$ cat config.mk
export PLATFORM = sky130hd
export DESIGN_NAME = jt51_lin2exp_ser
export DESIGN_NICKNAME = d
export VERILOG_FILES = /design/src/rtl/jt51_lin2exp_ser_pkg.sv /design/src/rtl/jt51_lin2exp_ser_enc.sv /design/src/rtl/jt51_lin2exp_ser.sv
export SDC_FILE = /design/constraint.sdc
export NUM_CORES = 1
export LEC_CHECK = 0
export BUFFER_PORTS_ARGS = -buffer_cell sky130_fd_sc_hd__buf_2
export CELL_PAD_IN_SITES_DETAIL_PLACEMENT = 0
export CELL_PAD_IN_SITES_GLOBAL_PLACEMENT = 1
export CORE_UTILIZATION = 25
export DETAILED_ROUTE_END_ITERATION = 12
export PLACE_DENSITY_LB_ADDON = 0.1
export SYNTH_ARGS = -nofsm -noshare
export SYNTH_HDL_FRONTEND = slang
export SYNTH_SLANG_ARGS = --single-unit
$ cat constraint.sdc
create_clock -name i_clk -period 10.65 [get_ports i_clk]
set_input_delay 3.195 -clock i_clk [delete_from_list [all_inputs] [get_ports i_clk]]
set_output_delay 3.195 -clock i_clk [all_outputs]
set_load 0.1 [all_outputs]
$ cat src/rtl/jt51_lin2exp_ser_pkg.sv
// Shared definitions for the jt51 linear-to-exponent serial DAC transmitter.
//
// Contents
//   MAN_W / EXP_W / WORD_W : mantissa, exponent and serial word widths
//   SLOT_W                 : width of the per-channel bit-slot counter
//   SLOT_MAN0 / SLOT_EXP0  : first mantissa slot / first exponent slot
//   SLOT_LAST              : final slot of a channel window
//   state_t                : transmitter FSM states
//   slot_in_window()       : true for slots that carry data (sh1/sh2 high)
//
// Build option: JT51_EXP0_ZERO_EN (used by jt51_lin2exp_ser_enc) makes an
// all-zero sample encode as exp=0, man=0.

package jt51_lin2exp_ser_pkg;

  localparam int MAN_W  = 10;
  localparam int EXP_W  = 3;
  localparam int WORD_W = MAN_W + EXP_W;
  localparam int SLOT_W = 4;

  localparam logic [SLOT_W-1:0] SLOT_MAN0 = 4'd3;
  localparam logic [SLOT_W-1:0] SLOT_EXP0 = 4'd13;
  localparam logic [SLOT_W-1:0] SLOT_LAST = 4'd15;

  typedef enum logic [1:0] {
    ST_IDLE  = 2'd0,
    ST_LEFT  = 2'd1,
    ST_RIGHT = 2'd2
  } state_t;

  // Slots 0-2 are the silent lead-in; mantissa starts at SLOT_MAN0 and the
  // exponent follows from SLOT_EXP0 up to SLOT_LAST.
  function automatic logic slot_in_window(input logic [SLOT_W-1:0] slot);
    return (slot >= SLOT_MAN0) && (slot <= SLOT_LAST);
  endfunction

endpackage

$ cat src/rtl/jt51_lin2exp_ser_enc.sv
// Combinational linear-to-floating encoder for one channel.
//
// The exponent is 7 minus the length of the run of sign-copies found in
// lin[14:9] (scanning from bit 14 downwards). The mantissa is the 10-bit
// window lin[exp+8 : exp-1]; lower bits are truncated, nothing is rounded
// or saturated.
//
// Ports
//   i_lin  in  16  signed linear sample
//   o_man  out 10  mantissa (two's complement)
//   o_exp  out 3   exponent, 1..7 (0 only for a zero sample, see below)
//
// Build option: JT51_EXP0_ZERO_EN -- when defined, lin==0 encodes as exp=0,
// man=0 so the decoder reconstructs a true zero. When undefined, lin==0
// follows the normal rule and yields exp=1, man=0.

module jt51_lin2exp_ser_enc
  import jt51_lin2exp_ser_pkg::*;
(
  input  logic [15:0]      i_lin,
  output logic [MAN_W-1:0] o_man,
  output logic [EXP_W-1:0] o_exp
);

  logic [2:0] w_run_len;
  logic       w_run;

  // Length of the leading sign-copy run in bits 14..9 (0..6).
  always_comb begin
    w_run     = 1'b1;
    w_run_len = 3'd0;
    for (int i = 14; i >= 9; i--) begin
      if (w_run && (i_lin[i] == i_lin[15])) begin
        w_run_len = w_run_len + 3'd1;
      end else begin
        w_run = 1'b0;
      end
    end
  end

  always_comb begin
    o_exp = 3'd7 - w_run_len;
`ifdef JT51_EXP0_ZERO_EN
    if (i_lin == 16'd0) begin
      o_exp = 3'd0;
    end
`endif
  end

  always_comb begin
    case (o_exp)
      3'd7:    o_man = i_lin[15:6];
      3'd6:    o_man = i_lin[14:5];
      3'd5:    o_man = i_lin[13:4];
      3'd4:    o_man = i_lin[12:3];
      3'd3:    o_man = i_lin[11:2];
      3'd2:    o_man = i_lin[10:1];
      3'd1:    o_man = i_lin[9:0];
      default: o_man = '0;
    endcase
  end

endmodule

$ cat src/rtl/jt51_lin2exp_ser.sv
// Linear-to-floating serial DAC transmitter (YM3012-style stream).
//
// Accepts signed 16-bit L/R sample pairs through a one-deep holding
// register, encodes each channel to a 10-bit mantissa / 3-bit exponent and
// shifts both out LSB first, left channel framed by o_sh1 and right channel
// by o_sh2. One bit slot per i_cen pulse; 16 slots per channel.
//
// Ports
//   i_clk        in   1   system clock
//   i_rst        in   1   asynchronous active-high reset
//   i_cen        in   1   bit-slot clock enable
//   i_din_valid  in   1   i_l_in / i_r_in carry a new pair
//   o_din_ready  out  1   holding register free
//   i_l_in       in   16  signed left sample
//   i_r_in       in   16  signed right sample
//   o_so         out  1   serial data, LSB first
//   o_sh1        out  1   left-channel data window
//   o_sh2        out  1   right-channel data window
//   o_busy       out  1   frame in progress
//
// Build option: JT51_EXP0_ZERO_EN (see jt51_lin2exp_ser_enc) selects the
// exp=0 encoding of an all-zero sample.
//
// State table
//   state    | meaning
//   ST_IDLE  | no frame; outputs low, waiting for a full holding register
//   ST_LEFT  | shifting the left word, slots 0..15, o_sh1 in slots 3..15
//   ST_RIGHT | shifting the right word, slots 0..15, o_sh2 in slots 3..15

module jt51_lin2exp_ser
  import jt51_lin2exp_ser_pkg::*;
(
  input  logic        i_clk,
  input  logic        i_rst,
  input  logic        i_cen,
  input  logic        i_din_valid,
  output logic        o_din_ready,
  input  logic [15:0] i_l_in,
  input  logic [15:0] i_r_in,
  output logic        o_so,
  output logic        o_sh1,
  output logic        o_sh2,
  output logic        o_busy
);

  logic [15:0]       r_l_hold;
  logic [15:0]       r_r_hold;
  logic              r_full;
  state_t            r_state;
  logic [SLOT_W-1:0] r_slot;
  logic [WORD_W-1:0] r_word_l;
  logic [WORD_W-1:0] r_word_r;

  logic [MAN_W-1:0]  w_man_l;
  logic [EXP_W-1:0]  w_exp_l;
  logic [MAN_W-1:0]  w_man_r;
  logic [EXP_W-1:0]  w_exp_r;
  logic              w_hs;
  state_t            w_state_nxt;
  logic [SLOT_W-1:0] w_slot_nxt;
  logic              w_load;
  logic              w_so_nxt;
  logic              w_sh1_nxt;
  logic              w_sh2_nxt;

  jt51_lin2exp_ser_enc u_enc_l (
    .i_lin (r_l_hold),
    .o_man (w_man_l),
    .o_exp (w_exp_l)
  );

  jt51_lin2exp_ser_enc u_enc_r (
    .i_lin (r_r_hold),
    .o_man (w_man_r),
    .o_exp (w_exp_r)
  );

  assign o_din_ready = ~r_full;
  assign o_busy      = (r_state != ST_IDLE);
  assign w_hs        = i_din_valid & ~r_full;

  // Holding register. A handshake needs ~r_full and a load needs r_full, so
  // the two never coincide; the handshake branch still has priority so a
  // newly accepted pair always leaves r_full set.
  always_ff @(posedge i_clk or posedge i_rst) begin
    if (i_rst) begin
      r_full   <= 1'b0;
      r_l_hold <= '0;
      r_r_hold <= '0;
    end else if (w_hs) begin
      r_full   <= 1'b1;
      r_l_hold <= i_l_in;
      r_r_hold <= i_r_in;
    end else if (w_load) begin
      r_full   <= 1'b0;
    end
  end

  always_ff @(posedge i_clk or posedge i_rst) begin
    if (i_rst) begin
      r_state <= ST_IDLE;
      r_slot  <= '0;
    end else begin
      r_state <= w_state_nxt;
      r_slot  <= w_slot_nxt;
    end
  end

  // Next-state logic. The slot counter wraps 15 -> 0 naturally at each
  // channel boundary.
  always_comb begin
    w_state_nxt = r_state;
    w_slot_nxt  = r_slot;
    w_load      = 1'b0;
    if (i_cen) begin
      case (r_state)
        ST_IDLE: begin
          if (r_full) begin
            w_state_nxt = ST_LEFT;
            w_slot_nxt  = '0;
            w_load      = 1'b1;
          end
        end
        ST_LEFT: begin
          w_slot_nxt = r_slot + 4'd1;
          if (r_slot == SLOT_LAST) begin
            w_state_nxt = ST_RIGHT;
          end
        end
        ST_RIGHT: begin
          w_slot_nxt = r_slot + 4'd1;
          if (r_slot == SLOT_LAST) begin
            if (r_full) begin
              w_state_nxt = ST_LEFT;
              w_load      = 1'b1;
            end else begin
              w_state_nxt = ST_IDLE;
              w_slot_nxt  = '0;
            end
          end
        end
        default: begin
          w_state_nxt = ST_IDLE;
          w_slot_nxt  = '0;
        end
      endcase
    end
  end

  // Outputs are computed for the slot being entered and registered on the
  // same cen edge, so the pins always reflect the current (state, slot).
  always_comb begin
    w_sh1_nxt = (w_state_nxt == ST_LEFT)  && slot_in_window(w_slot_nxt);
    w_sh2_nxt = (w_state_nxt == ST_RIGHT) && slot_in_window(w_slot_nxt);
    w_so_nxt  = 1'b0;
    if (w_sh1_nxt) begin
      w_so_nxt = r_word_l[0];
    end else if (w_sh2_nxt) begin
      w_so_nxt = r_word_r[0];
    end
  end

  // Both words are captured at LEFT load so the right channel comes from the
  // same pair even if the holding register is refilled during LEFT.
  always_ff @(posedge i_clk or posedge i_rst) begin
    if (i_rst) begin
      o_so     <= 1'b0;
      o_sh1    <= 1'b0;
      o_sh2    <= 1'b0;
      r_word_l <= '0;
      r_word_r <= '0;
    end else if (i_cen) begin
      o_so  <= w_so_nxt;
      o_sh1 <= w_sh1_nxt;
      o_sh2 <= w_sh2_nxt;
      if (w_load) begin
        r_word_l <= {w_exp_l, w_man_l};
        r_word_r <= {w_exp_r, w_man_r};
      end else begin
        if (w_sh1_nxt) begin
          r_word_l <= r_word_l >> 1;
        end
        if (w_sh2_nxt) begin
          r_word_r <= r_word_r >> 1;
        end
      end
    end
  end

endmodule

* Word-level counts from Yosys, hierarchy flattened
Cells that the tools add are included.
** Storage, ports and cells
- Register bits after elaboration :: 68
- Bits in latches :: 0
- RAM bits :: 0
- Bits in read-only memories :: 0
- Output and inout bits :: 5
- Memories kept :: 0
** Cells by class
- Add/subtract/negate cells :: 13
- Multiply operators :: 0
- Divide/modulo/power cells :: 0
- $lt $le $gt $ge :: 2
- Equal/unequal tests :: 31
- Shifts and indexed selects :: 0
- Multiplexer cells :: 47
- Bitwise operators :: 2
- Reduce and logical (&&, ||, !) cells :: 20
** Operator list (count)
- one-hot mux 10 bit (7 select lines) :: 2
- two-way mux 13 bit :: 4
- adder 3 x 1 -> 3 bit (second input constant) :: 10
- two-way mux 3 bit :: 10
- equality test 3 bit (second input constant) :: 8
- two-way mux 1 bit :: 20
- two-way mux 4 bit :: 4
- logical AND 1 bit :: 13
- equality test 1 bit :: 12
- equality test 3 x 2 -> 1 bit (second input constant) :: 4
- one-hot mux 4 bit (3 select lines) :: 1
- two-way mux 2 bit :: 4
- nonzero test 2 bit :: 4
- equality test 3 x 1 -> 1 bit (second input constant) :: 2
- one-hot mux 2 bit (3 select lines) :: 1
- subtractor 3 bit (first input constant) :: 2
- adder 4 x 1 -> 4 bit (second input constant) :: 1
- equality test 2 x 1 -> 1 bit (second input constant) :: 2
- equality test 2 bit (second input constant) :: 2
- equality test 4 bit (second input constant) :: 1
- greater-or-equal comparator 4 x 2 -> 1 bit (second input constant) :: 1
- less-or-equal comparator 4 bit (second input constant) :: 1
- AND reduction 2 bit :: 2
- zero test 2 bit :: 1
- other kinds (3) :: 3

* Depth between registers and ports, before layout
Gate-level depths: netlist of run 1.
- Depth after elaboration :: 16
- Mapped depth :: 21

* Hierarchy
From an unflattened synthesis of run 1, not the netlist that was laid out.
** Unflattened totals
- Cells, all modules :: 550
- Area total of the unflattened synthesis :: 5077.4 µm²
** By module, submodules not included
- jt51_lin2exp_ser :: times used 1, cells an instance 234, area an instance 2945.3 µm²
- jt51_lin2exp_ser_enc :: times used 2, cells an instance 158, area an instance 1066.0 µm²

* Least setup slack after synthesis of run 1
Ideal clock, no wire load.
- Kind :: input -> register
- From :: in i_cen
- To :: reg r_word_l[1]
- Setup time :: 0.135 ns
- Data arrival time :: 4.661 ns
- Required time :: 10.515 ns
- Slack :: 5.855 ns
- Stages on the path :: 8
- Buffers on the path :: 2
- Path through :: clkbuf_1 -> o221ai_1 -> a211o_1 -> nand3_2 -> buf_4 -> nand2_1 -> o21ai_0 -> o211ai_1
** On the way
- Longest elaborated chain between the ends :: 6
- Elaborated cells between the ends (all ways) :: 11
- Those cells by class :: order compare (2); eq/ne (1); mux (4); reduce/logical (4)
** Ends and longest elaborated chain
- start: declaration :: RTL line jt51_lin2exp_ser.sv:35 : input logic i_cen,
- two-way mux 4 bit (*) :: RTL line jt51_lin2exp_ser.sv:115 : if (i_cen) begin
- net w_slot_nxt[0] :: RTL line jt51_lin2exp_ser.sv:60 : logic [SLOT_W-1:0] w_slot_nxt;
- greater-or-equal comparator 4 x 2 -> 1 bit or less-or-equal comparator 4 bit (tied branches) :: RTL line jt51_lin2exp_ser_pkg.sv:34 : return (slot >= SLOT_MAN0) && (slot <= SLOT_LAST);
- logical AND 1 bit (*) :: RTL line jt51_lin2exp_ser_pkg.sv:34
- logical AND 1 bit (*) :: RTL line jt51_lin2exp_ser.sv:153 : w_sh1_nxt = (w_state_nxt == ST_LEFT) && slot_in_window(w_slot_nxt);
- nonzero test 2 bit (no source line) (*)
- AND reduction 2 bit (no source line) (*)
- end signal: assignment :: RTL line jt51_lin2exp_ser.sv:177 : r_word_l <= {w_exp_l, w_man_l};
- end signal: assignment :: RTL line jt51_lin2exp_ser.sv:181 : r_word_l <= r_word_l >> 1;
- end: declaration :: RTL line jt51_lin2exp_ser.sv:51 : logic [WORD_W-1:0] r_word_l;
Mark *: on every way through the listed nets, which the timed path passes. The rest lies on a longest branch.
A chain may end at the register's enable or synchronous reset.

* Worst setup path after layout of run 1
- From :: reg r_l_hold[15]
- To :: reg r_word_l[9]
** On the way
- Longest elaborated chain between the ends :: 16
- Elaborated cells between the ends (all ways) :: 37
- Those cells by class :: add/sub (6); eq/ne (13); mux (13); reduce/logical (5)
** Ends and longest elaborated chain
- start: declaration :: RTL line jt51_lin2exp_ser.sv:46 : logic [15:0] r_l_hold;
- start signal: assignment :: RTL line jt51_lin2exp_ser.sv:92 : r_l_hold <= i_l_in;
- equality test 1 bit :: RTL line jt51_lin2exp_ser_enc.sv:33 : if (w_run && (i_lin[i] == i_lin[15])) begin
- two-way mux 1 bit :: RTL line jt51_lin2exp_ser_enc.sv:33
- adder 3 x 1 -> 3 bit or logical AND 1 bit (tied branches) :: RTL line jt51_lin2exp_ser_enc.sv:34, jt51_lin2exp_ser_enc.sv:33
- two-way mux 3 bit or two-way mux 1 bit (tied branches) :: RTL line jt51_lin2exp_ser_enc.sv:33
- adder 3 x 1 -> 3 bit or logical AND 1 bit (tied branches) :: RTL line jt51_lin2exp_ser_enc.sv:34, jt51_lin2exp_ser_enc.sv:33
- two-way mux 3 bit or two-way mux 1 bit (tied branches) :: RTL line jt51_lin2exp_ser_enc.sv:33
- adder 3 x 1 -> 3 bit or logical AND 1 bit (tied branches) :: RTL line jt51_lin2exp_ser_enc.sv:34, jt51_lin2exp_ser_enc.sv:33
- two-way mux 3 bit or two-way mux 1 bit (tied branches) :: RTL line jt51_lin2exp_ser_enc.sv:33
- adder 3 x 1 -> 3 bit or logical AND 1 bit (tied branches) :: RTL line jt51_lin2exp_ser_enc.sv:34, jt51_lin2exp_ser_enc.sv:33
- two-way mux 3 bit or two-way mux 1 bit (tied branches) :: RTL line jt51_lin2exp_ser_enc.sv:33
- adder 3 x 1 -> 3 bit or logical AND 1 bit (tied branches) :: RTL line jt51_lin2exp_ser_enc.sv:34, jt51_lin2exp_ser_enc.sv:33
- two-way mux 3 bit :: RTL line jt51_lin2exp_ser_enc.sv:33
- subtractor 3 bit :: RTL line jt51_lin2exp_ser_enc.sv:42 : o_exp = 3'd7 - w_run_len;
- equality test 3 x 1 -> 1 bit, or another cell as far along :: RTL line jt51_lin2exp_ser_enc.sv:51 : case (o_exp)
- one-hot mux 10 bit (7 select lines) (*) :: RTL line jt51_lin2exp_ser_enc.sv:51
- two-way mux 13 bit (*) :: RTL line jt51_lin2exp_ser.sv:176 : if (w_load) begin
Mark *: on every way between the ends. The rest lies on a longest branch, timed or not.

==> summary.txt, run 1 <==
Run status
  • Status: finished clean

Clock network
  • CTS H-tree depth: 3
  • TritonCTS clock tree: done
  • CTS Sinks: slightly below 70
  • CTS max path bufs: 2
  • Worst skew pair latency: 340 ps
  • # hold bufs at CTS: 0
  • CTS Root Cell: clkbuf_16
  • Worst-path clk slew: 60 ps
  • Post-CTS setup repair buffer count: 0
  • CTS resizes: 0
  • CTS Buf Count: 9

Job
  • MaxCap Viol Count: 0

Route
  • Post-Route WL: around 15,000 µm
  • Router iterations before antenna repair: 4
  • Via count: 4,528
  • Via density: 5.26
  • Routed wire per std cell: 17.0 µm
  • Post-route ant nets: 0
  • DR iter-0 viols: approximately 290
  • Residual DRC: 0

Placement
  • Post-place setup slack: 5090 ps
  • Hpwl dp: about 10,000 µm
  • Port bufs: 40
  • Placer congestion estimate: 0.844

Logic synthesis
  • Ranking of synthesized cells by area: dfrtp_1 34%, mux2_2 6.5%, o21ai_0 5.4%
  • Main flop type after synthesis: dfrtp_1
  • Syn avg cell area: 8.64 µm²
  • Top-count cell post-synth: dfrtp_1
  • Cell taking the most area after synthesis: dfrtp_1
  • Yosys top cell area share: 0.340
  • Post-synth EDFFs: 0
  • Yosys reg bits: between 60 and 70
  • Synth async-reset ratio: 1.00
  • Seq/Total Area, Yosys: 0.340
  • Mapped cell area: 5000 µm²
  • Synth cell count leaders: 68 x dfrtp_1, 54 x o21ai_0, 47 x nand2_1
  • Mapped Nets: 622
  • Syn Inst Count: 579
  • Yosys cell types: 73
  • Synth warn: 0

STA
  • Setup TNS: 0 ps
  • Fin. Hold Viols: 0
  • Worst slew pin tran: 1030 ps
  • Final hold slack: 507 ps
  • Tcrit/Tclk final: 0.507
  • Slew headroom: 0.314
  • Fmax: 185 MHz
  • RSZ-0062 raised after global routing: false
  • Final WS setup: 5250 ps
  • Setup violators final: 0
  • Fin crit period: 5400 ps
  • Final setup skew: 10.2 ps
  • Pins Over Slew Limit: 0

Floorplan
  • Core ar.: 19,500 µm²
  • Die H: about 140 µm
  • Boundary Pins: 41
  • Initial Utilization: 0.256
  • Row cnt: 51
  • Chip width: about 140 µm
  • Full die area: 20,600 µm²

Finish
  • Final net count: between 600 and 700
  • Fillers: 2,162
  • Proportion of layout cells with a drive suffix above 1: 0.188
  • Area grow syn2layout: 13.6%
  • Final core utilization: 0.291
  • Antenna Cells: 0

Power
  • Worst VDD drop: 0.0880 mV
  • Pwr/cell area: 365 nW/µm²
  • Leakage: 2.25 nW

Global routing
  • Vias in the first global route: about 4,600
  • Total global-route track usage: 0.153
  • Initial antenna violation count: 0
  • Remaining Overflow, GRT: 0
  • First-pass GRT wire length: approximately 24,000 µm
  • Pin count of the biggest net entering global routing: 69

Min path
  • Hold Crit Class: flip-flop to flip-flop

Worst setup path
  • CP endpoint kind: flip-flop
  • WP data required: 10,870 ps
  • Worst path arrival time: 5620 ps
  • Critical path class: flip-flop to flip-flop
  • Critical path peak fanout: 18
  • Startpoint types: flip-flop
## cells by family (layout without fill, tap and decap cells)
logic type               Yosys count  in the layout  share of synthesized area
multiplexers                      55             55                      0.126
AO/OA/AOI/OAI                    201            201                      0.265
AND/OR/NAND/NOR                  184            184                      0.194
buffers and inverters             62             79                     0.0536
XOR/XNOR                           2              2                    0.00350
adder cells (fa/ha/maj)            7              7                     0.0175
flip-flops                        68             68                      0.340
## layout make-up
class	instances	area (µm²)	area share
Clock inverter	6	88.8	0.0156
Sequential cell	68	1700	0.300
Multi-Input combinational cell	449	3040	0.535
Inverter	22	82.6	0.0145
Clock buffer	10	229	0.0403
Timing Repair Buffer	41	208	0.0366
Tap cell	265	332	0.0584
## final timing paths
check	start	cells after the start	endpoint	slack, ps
hold reg to reg	r_r_hold[1]	1	r_r_hold[1]	510
max in group asynchronous	i_rst	3	r_word_l[12]	6920
setup / recovery	r_l_hold[15]	17	r_word_l[9]	5250
setup reg to reg	r_l_hold[15]	17	r_word_l[9]	5250
min in group asynchronous	i_rst	3	r_r_hold[11]	3130
hold / removal	r_r_hold[1]	1	r_r_hold[1]	510
## layer usage
| metal | vias up | track usage | routed length [µm] |
|---|---|---|---|
| met1 | 2257 | 0.188 | 6700 |
| li1 | 2184 | - | - |
| met5 | - | 0 | 0 |
| met2 | 70 | 0.266 | 7340 |
| met3 | 17 | 0.0270 | 353 |
| met4 | 0 | 0.0521 | 212 |
## sequential cells by signal (all words and copies together) (netlist names)
signal,count
r_l_hold,16
r_r_hold,16
r_word_l,13
r_word_r,13
r_slot,4
r_state,2
o_sh1,1
o_sh2,1
o_so,1
r_full,1
## stage by stage
stage	cells	area, µm²	power (mW)
6_report	861	5680	2.07
3_3_place_gp	845	5360	1.76
2_1_floorplan	579	5000	1.47
5_1_grt	861	5680	2.25
3_5_place_dp	845	5360	1.75
4_1_cts	861	5680	2.09
## placed cells by master (no fill, tap or decap), drive strengths merged, types with 6 or more instances in the layout
master	Yosys	final
nand2b	6	6
o21ai	59	59
buf	14	41
o21a	11	11
nor2b	11	11
a21oi	34	34
ha	7	7
nor3	7	7
and2	11	11
nand3	25	25
a2bb2oi	6	6
or2	11	11
nand2	47	47
a31oi	8	8
or3	6	6
mux2i	25	25
clkbuf	26	10
inv	22	22
o211ai	8	8
a211oi	6	6
mux2	30	30
nor2	35	35
o22ai	21	21
dfrtp	68	68
## where the power goes
| group | leakage, nW | switching (mW) | total, mW | internal (mW) |
|---|---|---|---|---|
| combinational | 1.29 | 0.705 | 1.17 | 0.467 |
| clock | 0.149 | 0.122 | 0.327 | 0.205 |
| sequential | 0.812 | 0.187 | 0.574 | 0.387 |
## worst max-delay path: stages (launching register included)
cell and delay, ps:
dfrtp_1 560, or3_1 480, nand2_1 110, ha_1 170, and4b_1 210, a211oi_2 400, ha_1 360, mux2i_4 350
inv_2 210, ha_1 290, nor3b_1 140, o21ai_0 240, and2_1 180, nand4b_1 260, nand2_1 530, mux2_2 410
a221oi_1 280, o21ai_1 110
(Power assumes the default switching activity.)
==> run 2, diff against run 1 <==
==> constraint.sdc (replaced) <==
create_clock -name i_clk -period 4.35 [get_ports i_clk]
set_input_delay 1.305 -clock i_clk [delete_from_list [all_inputs] [get_ports i_clk]]
set_output_delay 1.305 -clock i_clk [all_outputs]
set_load 0.1 [all_outputs]
==> summary.txt, run 2 (synthesis results as in run 1) <==
Global routing
  • Vias in the first global route: 4,773 (was 4,605)
  • Remaining Overflow, GRT: 0 (unchanged)
  • Pin count of the biggest net entering global routing: 34 (was 69)
  • Total global-route track usage: 0.159 (was 0.153)
  • Initial antenna violation count: 1 (was 0)
  • First-pass GRT wire length: 25,200 µm (was 24,400 µm)

Run status
  • Status: finished clean (unchanged)

Finish
  • Final net count: 673 (was 634)
  • Top Registers: r_l_hold (16), r_r_hold (16) (unchanged)
  • Most common cell after layout, fill and taps aside: dfrtp_1 (unchanged)
  • Proportion of layout cells with a drive suffix above 1: 0.269 (was 0.188)
  • Fillers: 2,129 (was 2,162)
  • Post-layout instance area: 6100 µm² (was 5680 µm²)
  • Most frequent cells in the layout: 63 x dfrtp_1, 51 x o21ai_0, 46 x nand2_1 (was 68 x dfrtp_1, 54 x o21ai_0, 47 x nand2_1)
  • Final core utilization: 0.313 (was 0.291)
  • Area grow syn2layout: 22.1% (was 13.6%)

Worst setup path
  • Delay-heaviest family, CP: simple AND/OR/NAND/NOR gates (unchanged)
  • Critical path peak fanout: 7 (was 18)
  • WP data required: 4620 ps (was 10,870 ps)
  • CP endpoint kind: flip-flop (unchanged)
  • CP max-delay cell: mux2_2 (was dfrtp_1)
  • Max incr delay on CP: 460 ps (was 560 ps)
  • Crit path cell chain: or3_4, nand2_1, ha_1, and4b_1, a211oi_2, ha_1, mux2i_4, inv_2, ha_4, or4b_4, a21oi_4, a211oi_2, mux2_2, or2_1, o32ai_1, o21ai_0, a21oi_1 (was or3_1, nand2_1, ha_1, and4b_1, a211oi_2, ha_1, mux2i_4, inv_2, ha_1, nor3b_1, o21ai_0, and2_1, nand4b_1, nand2_1, mux2_2, a221oi_1, o21ai_1)
  • Critical path class: flip-flop to flip-flop (unchanged)
  • Worst path arrival time: 4470 ps (was 5620 ps)
  • Bufs and invs on worst path: 1 (unchanged)
  • Startpoint types: flip-flop (unchanged)

Power
  • Pwr/cell area: 899 nW/µm² (was 365 nW/µm²)
  • Worst VDD drop: 0.260 mV (was 0.0880 mV)
  • Leakage: 2.46 nW (was 2.25 nW)
  • Tot Pwr: 5.49 mW (was 2.07 mW)

Route
  • DR iter-0 viols: 227 (was 288)
  • Residual DRC: 0 (unchanged)
  • Via density: 5.11 (was 5.26)
  • Post-Route WL: 15,400 µm (was 14,600 µm)
  • Routed wire per std cell: 17.0 µm (about the same)
  • Post-route ant nets: 0 (unchanged)
  • Via count: 4,608 (was 4,528)
  • Router iterations before antenna repair: 4 (unchanged)

Placement
  • Hpwl dp: 11,200 µm (was 10,500 µm)
  • Port bufs: 40 (unchanged)
  • Placer congestion estimate: 0.841 (was 0.844)
  • Post-place setup slack: 15.9 ps (was 5090 ps)
  • Post-DP Area: 5610 µm² (was 5360 µm²)

Clock network
  • CTS Root Cell: clkbuf_16 (unchanged)
  • CTS max path bufs: 2 (unchanged)
  • CTS H-tree depth: 3 (unchanged)
  • CTS Buf Count: 9 (unchanged)
  • Worst-path clk slew: 60 ps (about the same)
  • CTS Sinks: 68 (unchanged)
  • Worst skew pair latency: 350 ps (was 340 ps)
  • TritonCTS clock tree: done (unchanged)

STA
  • Fmax: 238 MHz (was 185 MHz)
  • Final hold slack: 500 ps (was 507 ps)
  • Fin crit period: 4210 ps (was 5400 ps)
  • Pins Over Slew Limit: 0 (unchanged)
  • Slew headroom: 0.509 (was 0.314)
  • Worst slew pin tran: 733 ps (was 1030 ps)
  • Setup violators final: 0 (unchanged)
  • Final WS setup: 144 ps (was 5250 ps)
  • Tcrit/Tclk final: 0.967 (was 0.507)
  • Fin. Hold Viols: 0 (unchanged)
  • Final setup skew: 14.3 ps (was 10.2 ps)

Min path
  • Hold Crit Class: flip-flop to flip-flop (unchanged)

Floorplan
  • Die H: 143 µm (unchanged)
  • Initial Utilization: 0.256 (unchanged)
  • Chip width: 143 µm (unchanged)
  • Row cnt: 51 (unchanged)
  • Full die area: 20,600 µm² (unchanged)
  • Boundary Pins: 41 (unchanged)
  • Core ar.: 19,500 µm² (unchanged)

Job
  • MaxCap Viol Count: 0 (unchanged)
[run 2: final cells by class]
type,count,area [µm²],area share
multi-input cells,450,3160,0.517
flip-flops and latches,68,1710,0.280
repair buffers,79,493,0.0808
well taps,265,332,0.0543
clock buffers,13,260,0.0426
inverters,22,82.6,0.0135
clock inverters,3,68.8,0.0113
diodes,1,2.50,0.000410
[run 2: routing by layer]
layer,GRT usage,vias to the layer above,part of all wire
met2,0.277,91,0.50
met4,0.0638,0,0.019
li1,-,2263,-
met1,0.194,2232,0.45
met5,0,-,0
met3,0.0253,22,0.033
[run 2: worst reg2reg max path, stage by stage, from the launching register on]
cell and delay [ps]:
dfrtp_2 440, or3_4 420, nand2_1 70, ha_1 240
and4b_1 270, a211oi_2 50, ha_1 330, mux2i_4 170
inv_2 70, ha_4 170, or4b_4 210, a21oi_4 50
a211oi_2 320, mux2_2 460, or2_1 300, o32ai_1 250
o21ai_0 150, a21oi_1 160
[run 2: power by group]
part           internal [mW]  total [mW]  switching [mW]
clock                  0.535       0.825           0.290
sequential             0.954        1.34           0.386
combinational           1.42        3.32            1.90
total                   2.91        5.48            2.57
[run 2: path summary, 6_finish.rpt]
check,cells past startpoint,slack [ps],startpoint,endpoint
min in group asynchronous,2,1080,i_rst,r_l_hold[6]
max reg2reg,17,140,r_r_hold[13],r_word_r[9]
max in group asynchronous,3,2500,i_rst,r_r_hold[14]
min reg2reg,2,500,r_word_l[12],r_word_l[12]
max,17,140,r_r_hold[13],r_word_r[9]
min,2,500,r_word_l[12],r_word_l[12]
[run 2: what timing repair did]
item / 4_1_cts / 5_1_grt
setup endpoints to repair: 4 / 19
pin swaps: 0 / 9
resized for setup: 0 / 24
setup buffers: 2 / 8
gates cloned: 0 / 1
hold buffers: 0 / 0
[run 2: metrics by stage]
stage                     std cells  TNS [ps]
final                           901         0
after global routing            900     -23.7
after CTS                       891         0
after detailed placement        873         0
after global placement          873         0
after floorplan                 579         0
